===== config.mk =====
export PLATFORM = sky130hd
export DESIGN_NAME = seq_alu
export DESIGN_NICKNAME = d
export VERILOG_FILES = /design/src/rtl/seq_alu_pkg.sv /design/src/rtl/seq_alu_muldiv.sv /design/src/rtl/seq_alu.sv
export SDC_FILE = /design/constraint.sdc
export NUM_CORES = 1
export LEC_CHECK = 0
export CELL_PAD_IN_SITES_DETAIL_PLACEMENT = 0
export CELL_PAD_IN_SITES_GLOBAL_PLACEMENT = 2
export CORE_AREA = 2 2 115 117
export CTS_BUF_LIST = sky130_fd_sc_hd__clkbuf_4 sky130_fd_sc_hd__clkbuf_8
export CTS_CLUSTER_SIZE = 24
export DETAILED_ROUTE_END_ITERATION = 12
export DIE_AREA = 0 0 117 119
export HOLD_SLACK_MARGIN = 0.06
export PLACE_DENSITY = 0.83
export SETUP_SLACK_MARGIN = 0.05
export SYNTH_ARGS = -nofsm -noshare
export SYNTH_HDL_FRONTEND = slang
export SYNTH_SLANG_ARGS = --single-unit

===== constraint.sdc =====
create_clock -name i_clk -period 5.3 [get_ports i_clk]
set_input_delay 1.06 -clock i_clk [delete_from_list [all_inputs] [get_ports i_clk]]
set_output_delay 1.06 -clock i_clk [all_outputs]
set_load 0.01 [all_outputs]

===== src/rtl/seq_alu_pkg.sv =====
// Shared opcode/state definitions for seq_alu.
// OP_LAST_LEGAL follows SEQ_ALU_DIV_EN: opcode 8 is legal only when the divider is built.
package seq_alu_pkg;

  localparam logic [3:0] OPC_ADD = 4'd0;
  localparam logic [3:0] OPC_SUB = 4'd1;
  localparam logic [3:0] OPC_AND = 4'd2;
  localparam logic [3:0] OPC_OR  = 4'd3;
  localparam logic [3:0] OPC_XOR = 4'd4;
  localparam logic [3:0] OPC_SHL = 4'd5;
  localparam logic [3:0] OPC_SHR = 4'd6;
  localparam logic [3:0] OPC_MUL = 4'd7;
  localparam logic [3:0] OPC_DIV = 4'd8;

`ifdef SEQ_ALU_DIV_EN
  localparam logic [3:0] OP_LAST_LEGAL = OPC_DIV;
`else
  localparam logic [3:0] OP_LAST_LEGAL = OPC_MUL;
`endif

  typedef enum logic [3:0] {
    OP_ADD = OPC_ADD,
    OP_SUB = OPC_SUB,
    OP_AND = OPC_AND,
    OP_OR  = OPC_OR,
    OP_XOR = OPC_XOR,
    OP_SHL = OPC_SHL,
    OP_SHR = OPC_SHR,
    OP_MUL = OPC_MUL,
    OP_DIV = OPC_DIV
  } alu_op_e;

  typedef enum logic [1:0] {
    ST_IDLE = 2'd0,
    ST_BUSY = 2'd1,
    ST_DONE = 2'd2
  } alu_state_e;

endpackage


===== src/rtl/seq_alu_muldiv.sv =====
// Iterative engine: shift-add multiply, and restoring divide when SEQ_ALU_DIV_EN is defined.
// Loads on i_start, advances one bit per i_step; o_last flags the final step.
module seq_alu_muldiv
  import seq_alu_pkg::*;
#(
  parameter int WIDTH = 8
) (
  input  logic             i_clk,
  input  logic             i_rst,
  input  logic             i_start,
  input  logic             i_step,
`ifdef SEQ_ALU_DIV_EN
  input  logic             i_is_div,
`endif
  input  logic [WIDTH-1:0] i_a,
  input  logic [WIDTH-1:0] i_b,
  output logic             o_last,
  output logic [WIDTH-1:0] o_lo,
  output logic [WIDTH-1:0] o_hi
);
  localparam int CW = $clog2(WIDTH);
  localparam logic [CW-1:0] LAST = CW'(WIDTH - 1);

  logic [2*WIDTH-1:0] r_acc;
  logic [WIDTH-1:0]   r_b;
  logic [CW-1:0]      r_cnt;
  logic [WIDTH:0]     w_mul_sum;
  logic [2*WIDTH-1:0] w_nxt;
`ifdef SEQ_ALU_DIV_EN
  logic               r_is_div;
  logic [WIDTH:0]     w_rem_sh;
  logic [WIDTH:0]     w_diff;
  logic [2*WIDTH-1:0] w_div_nxt;
`endif

  // One iteration: acc holds {hi, lo} = {partial product, multiplier} or {remainder, quotient}
  always_comb begin
    w_mul_sum = {1'b0, r_acc[2*WIDTH-1:WIDTH]} + (r_acc[0] ? {1'b0, r_b} : {(WIDTH+1){1'b0}});
    w_nxt     = {w_mul_sum, r_acc[WIDTH-1:1]};
`ifdef SEQ_ALU_DIV_EN
    w_rem_sh = {r_acc[2*WIDTH-1:WIDTH], r_acc[WIDTH-1]};
    w_diff   = w_rem_sh - {1'b0, r_b};
    if (w_rem_sh >= {1'b0, r_b}) begin
      w_div_nxt = {w_diff[WIDTH-1:0], r_acc[WIDTH-2:0], 1'b1};
    end else begin
      w_div_nxt = {w_rem_sh[WIDTH-1:0], r_acc[WIDTH-2:0], 1'b0};
    end
    if (r_is_div) begin
      w_nxt = w_div_nxt;
    end else begin
      w_nxt = {w_mul_sum, r_acc[WIDTH-1:1]};
    end
`endif
  end

  // Working register and step counter; counter wraps to zero after the final step
  always_ff @(posedge i_clk) begin
    if (i_rst) begin
      r_acc <= {(2*WIDTH){1'b0}};
      r_b   <= {WIDTH{1'b0}};
      r_cnt <= {CW{1'b0}};
`ifdef SEQ_ALU_DIV_EN
      r_is_div <= 1'b0;
`endif
    end else if (i_start) begin
      r_acc <= {{WIDTH{1'b0}}, i_a};
      r_b   <= i_b;
      r_cnt <= {CW{1'b0}};
`ifdef SEQ_ALU_DIV_EN
      r_is_div <= i_is_div;
`endif
    end else if (i_step) begin
      r_acc <= w_nxt;
      r_cnt <= (r_cnt == LAST) ? {CW{1'b0}} : r_cnt + CW'(1);
    end
  end

  assign o_last = (r_cnt == LAST);
  assign o_lo   = r_acc[WIDTH-1:0];
  assign o_hi   = r_acc[2*WIDTH-1:WIDTH];

endmodule


===== src/rtl/seq_alu.sv =====
// seq_alu top: handshake FSM, single-cycle ops, flags and registered outputs.
// Define SEQ_ALU_DIV_EN to build the divider; otherwise opcode 8 is reported as illegal.
module seq_alu
  import seq_alu_pkg::*;
#(
  parameter int WIDTH = 8
) (
  input  logic             i_clk,
  input  logic             i_rst,
  input  logic             i_in_valid,
  output logic             o_in_ready,
  input  logic [3:0]       i_op,
  input  logic [WIDTH-1:0] i_a,
  input  logic [WIDTH-1:0] i_b,
  output logic             o_out_valid,
  input  logic             i_out_ready,
  output logic [WIDTH-1:0] o_result,
  output logic [WIDTH-1:0] o_result_hi,
  output logic             o_zero,
  output logic             o_carry,
  output logic             o_overflow,
  output logic             o_err
);
  localparam int SW = $clog2(WIDTH);

  alu_state_e       r_state, w_state_nxt;
  alu_op_e          r_op;
  logic [WIDTH-1:0] r_a, r_b;
  logic             r_out_valid, r_zero, r_carry, r_overflow, r_err;
  logic [WIDTH-1:0] r_result, r_result_hi;
  logic             w_accept, w_iter, w_last, w_step;
  logic [WIDTH-1:0] w_eng_lo, w_eng_hi, w_res, w_hi;
  logic [WIDTH:0]   w_sum, w_dif;
  logic             w_carry, w_ovf, w_err;

  assign o_in_ready = (r_state == ST_IDLE) && !i_rst;
  assign w_accept   = (r_state == ST_IDLE) && i_in_valid;
  assign w_step     = (r_state == ST_BUSY);
`ifdef SEQ_ALU_DIV_EN
  assign w_iter = (i_op == OPC_MUL) || ((i_op == OPC_DIV) && (i_b != {WIDTH{1'b0}}));
`else
  assign w_iter = (i_op == OPC_MUL);
`endif

  seq_alu_muldiv #(.WIDTH(WIDTH)) u_muldiv (
    .i_clk    (i_clk),
    .i_rst    (i_rst),
    .i_start  (w_accept && w_iter),
    .i_step   (w_step),
`ifdef SEQ_ALU_DIV_EN
    .i_is_div (i_op == OPC_DIV),
`endif
    .i_a      (i_a),
    .i_b      (i_b),
    .o_last   (w_last),
    .o_lo     (w_eng_lo),
    .o_hi     (w_eng_hi)
  );

  // State register
  always_ff @(posedge i_clk) begin
    if (i_rst) begin
      r_state <= ST_IDLE;
    end else begin
      r_state <= w_state_nxt;
    end
  end

  // Next state; DONE is left only once the registered result has been taken
  always_comb begin
    w_state_nxt = r_state;
    case (r_state)
      ST_IDLE: begin
        if (i_in_valid) w_state_nxt = w_iter ? ST_BUSY : ST_DONE;
        else            w_state_nxt = ST_IDLE;
      end
      ST_BUSY: begin
        if (w_last) w_state_nxt = ST_DONE;
        else        w_state_nxt = ST_BUSY;
      end
      ST_DONE: begin
        if (r_out_valid && i_out_ready) w_state_nxt = ST_IDLE;
        else                            w_state_nxt = ST_DONE;
      end
      default: w_state_nxt = ST_IDLE;
    endcase
  end

  // Result and flag values computed from the latched operation
  always_comb begin
    w_res   = {WIDTH{1'b0}};
    w_hi    = {WIDTH{1'b0}};
    w_carry = 1'b0;
    w_ovf   = 1'b0;
    w_err   = 1'b0;
    w_sum   = {1'b0, r_a} + {1'b0, r_b};
    w_dif   = {1'b0, r_a} - {1'b0, r_b};
    if (r_op > OP_LAST_LEGAL) begin
      w_err = 1'b1;
    end else begin
      case (r_op)
        OP_ADD: begin
          w_res   = w_sum[WIDTH-1:0];
          w_carry = w_sum[WIDTH];
          w_ovf   = (r_a[WIDTH-1] == r_b[WIDTH-1]) && (w_sum[WIDTH-1] != r_a[WIDTH-1]);
        end
        OP_SUB: begin
          w_res   = w_dif[WIDTH-1:0];
          w_carry = w_dif[WIDTH];
          w_ovf   = (r_a[WIDTH-1] != r_b[WIDTH-1]) && (w_dif[WIDTH-1] != r_a[WIDTH-1]);
        end
        OP_AND: w_res = r_a & r_b;
        OP_OR:  w_res = r_a | r_b;
        OP_XOR: w_res = r_a ^ r_b;
        OP_SHL: w_res = r_a << r_b[SW-1:0];
        OP_SHR: w_res = r_a >> r_b[SW-1:0];
        OP_MUL: begin
          w_res = w_eng_lo;
          w_hi  = w_eng_hi;
          w_ovf = (w_eng_hi != {WIDTH{1'b0}});
        end
`ifdef SEQ_ALU_DIV_EN
        OP_DIV: begin
          if (r_b == {WIDTH{1'b0}}) begin
            w_res = {WIDTH{1'b1}};
            w_hi  = r_a;
            w_err = 1'b1;
          end else begin
            w_res = w_eng_lo;
            w_hi  = w_eng_hi;
          end
        end
`endif
        default: w_err = 1'b1;
      endcase
    end
  end

  // Operand latch and output registers; results load on the first DONE cycle
  always_ff @(posedge i_clk) begin
    if (i_rst) begin
      r_op        <= OP_ADD;
      r_a         <= {WIDTH{1'b0}};
      r_b         <= {WIDTH{1'b0}};
      r_out_valid <= 1'b0;
      r_result    <= {WIDTH{1'b0}};
      r_result_hi <= {WIDTH{1'b0}};
      r_zero      <= 1'b0;
      r_carry     <= 1'b0;
      r_overflow  <= 1'b0;
      r_err       <= 1'b0;
    end else begin
      if (w_accept) begin
        r_op <= alu_op_e'(i_op);
        r_a  <= i_a;
        r_b  <= i_b;
      end
      if ((r_state == ST_DONE) && !r_out_valid) begin
        r_out_valid <= 1'b1;
        r_result    <= w_res;
        r_result_hi <= w_hi;
        r_zero      <= (w_res == {WIDTH{1'b0}});
        r_carry     <= w_carry;
        r_overflow  <= w_ovf;
        r_err       <= w_err;
      end else if ((r_state == ST_DONE) && i_out_ready) begin
        r_out_valid <= 1'b0;
      end
    end
  end

  assign o_out_valid = r_out_valid;
  assign o_result    = r_result;
  assign o_result_hi = r_result_hi;
  assign o_zero      = r_zero;
  assign o_carry     = r_carry;
  assign o_overflow  = r_overflow;
  assign o_err       = r_err;

endmodule


==> metrics.txt <==
Worst path max stage delay=1.00 ns; min-delay src=u_muldiv.r_b[4]; Final setup viols=0; hold path depth=2; R2R cell count=9; Synth top area share=29.77%; TritonRoute pass-1 iters=4; Layout fillers=1366; top cell type by total area after synthesis=dfxtp_1; first-pass GRT wire length=21740 µm; Routed WL per cell=16.96 µm; PD cells=231.7 nW/µm²; pre-CTS setup slack=1.823 ns; Final Cell Area=5381 µm²; CTS tree=built; status=completed; top_reg_cell synth=dfxtp_1; cell repeated most along the worst path=nor2_1; vias in the first global route=4105; crit-path cells=ha_1, fa_1, nor2_1, mux2_2, a222oi_1, nor2_1, a2111oi_4, nand4_1, o31ai_1; WL final=13520 µm; Ports=46; Worst VDD drop=0.0001486 V; RSZ-0062 raised after global routing=no; Worst R2R Start=r_b[0]; f_max=0.3110 GHz; CP required=5.56 ns; # hold bufs at CTS=0; row count=42; asr flop ratio synth=0%; mapped cell area=4707 µm²; # resized after CTS=0; Final Slew Violations=0; Die ar.=13920 µm²; Pwr Total=1247 µW; Post-synth EDFFs=0; Clock Skew=0.008969 ns; syn_nets=659; Overflow after GRT=0; CP Buf/Inv Count=0; detailed-route vias per instance=5.339; final hold violation count=0; DR iter-0 viols=252; share of cells above drive strength 1=5.958%; Slew @ Worst Pin=1.013 ns; crit path DAT=3.48 ns; worst flop-to-flop path endpoint=o_zero; CTS buffer count=9; clock slew at reported path FFs=0.08 ns; Yosys warnings=0; GP Congestion=0.9066; crit path capture type=flop; setup TNS=0 ns; sequential area share after synthesis=29.77%; core footprint=12870 µm²; Synth area leaders=dfxtp_1, ha_1, nand2_1; crit-path max FO=20; Cell Area, Placed=5213 µm²; Initial Util=36.56%; Buffers on Ports=45; Worst-Skew Late Latency=0.35 ns; total track usage=20.09%; Distinct cells, synth=62; cell count after synthesis=597; top-count cell post-synth=nand2_1; Max-slew headroom=32.39%; worst setup margin=2.084 ns; Nets=679; clk root buf=clkbuf_8; DPL Wire Length=10260 µm; Final min period=3.216 ns; DR DRC count=0; # diodes=0; TritonCTS Sinks=70; H-tree Lvls=3; Max-cap violations=0; Finished Core Util=41.80%; Area growth, synth to finish=14.33%; Setup crit start kind=flop; Hold Crit Class=reg -> reg; commonest cells in the netlist=nand2_1, dfxtp_1, a21oi_1; Die Span X=117 µm; antenna-violating nets left=0; Vias=4255; synthesis-stage register bit count=70; CP top delay family=flip-flops; Final period util=60.67%; FF-to-FF setup slack=2.08 ns; maximum clock path buffer count=2; Die H=119 µm; Hold Path Sink=u_muldiv.r_b[4]; largest net degree at the start of global routing=63; Critical-path top delay cell=dfxtp_1; Setup CP Type=reg -> reg; antenna violations before repair=0; Setup Fix Bufs, Post-CTS=0; Mean Syn Cell Area=7.884 µm²; leak pwr=0.001974 µW
## how the worst max path moves through the flow
stage	from	to	cells after the start
floorplan	i_rst	o_in_ready	3
CTS	r_b[0]	o_zero	9
finish	r_b[0]	o_zero	9
detailed placement	i_in_valid	u_muldiv.r_acc[14]	7
global placement	i_in_valid	u_muldiv.r_acc[14]	7
global route	r_b[0]	o_zero	9
## per-layer routing
layer | up-vias | GRT usage (%) | wire, µm
li1 | 2147 | - | -
met1 | 1973 | 29.06 | 6526
met2 | 112 | 29.70 | 6005
met3 | 23 | 4.377 | 679
met4 | 0 | 6.250 | 306
met5 | - | 0 | 0
## cell type report
type	count	area [µm²]	area share, %
clock inverter	5	37.54	0.6975
timing repair buffer	50	483.0	8.975
sequential	70	1401	26.04
tap	176	220.2	4.092
clock buffer	10	131.4	2.441
multi-input combinational	457	2999	55.73
inverter	29	108.9	2.023
## worst min-delay path, stage by stage, from the launching register on
cell     delay [ns]
dfxtp_1        0.31
nand2_1        0.05
a21oi_1        0.05
## cells by family (layout without fill, tap and decap cells)
kind of cell / after synthesis / in the layout / share of synthesized area [%]
simple gates: 229 / 229 / 22.12
compound gates: 161 / 161 / 22.97
flops: 70 / 70 / 29.77
buf+inv: 70 / 94 / 6.512
fa+ha+maj: 38 / 38 / 10.58
mux: 19 / 19 / 6.194
xor+xnor: 10 / 10 / 1.861
## cells in the final DEF (no fill, tap or decap), types with 4 or more instances in the layout
cell             instances
xnor2_1                 10
o21ai_0                 18
and3_1                   6
a311oi_1                 7
dfxtp_1                 70
a2bb2oi_1                4
nand3_1                  9
ha_1                    35
nand2b_1                 8
clkdlybuf4s50_1         44
nor3_1                  12
nand3b_1                 4
inv_1                   29
buf_4                    5
nor2_1                  61
a211oi_1                11
mux2i_1                 10
nor2b_1                  9
mux4_2                   8
and2_1                  11
a22oi_1                 17
a21oi_1                 64
clkbuf_8                 9
a21o_1                   4
nand2_1                 95
a221oi_1                 5
## stage by stage
| step | hold WS (ns) | cells |
|---|---|---|
| global placement | 0.4409 | 782 |
| CTS | 0.4557 | 797 |
| floorplan | 0.4317 | 597 |
| finish | 0.4551 | 797 |
| global route | 0.4829 | 797 |
| detailed placement | 0.4459 | 782 |
## state kept, by name (all words and copies together), names as in the netlist, 2 cells and up
name            flops
o_result            8
r_state             2
r_op                4
u_muldiv.r_cnt      3
u_muldiv.r_b        8
r_b                 8
u_muldiv.r_acc     16
o_result_hi         8
r_a                 8
## power breakdown
| part | internal [µW] | switching [µW] |
|---|---|---|
| clock network | 173 | 203 |
| logic | 129 | 157 |
| registers | 547 | 37.3 |
| total | 849 | 398 |
(Power assumes the default switching activity.)
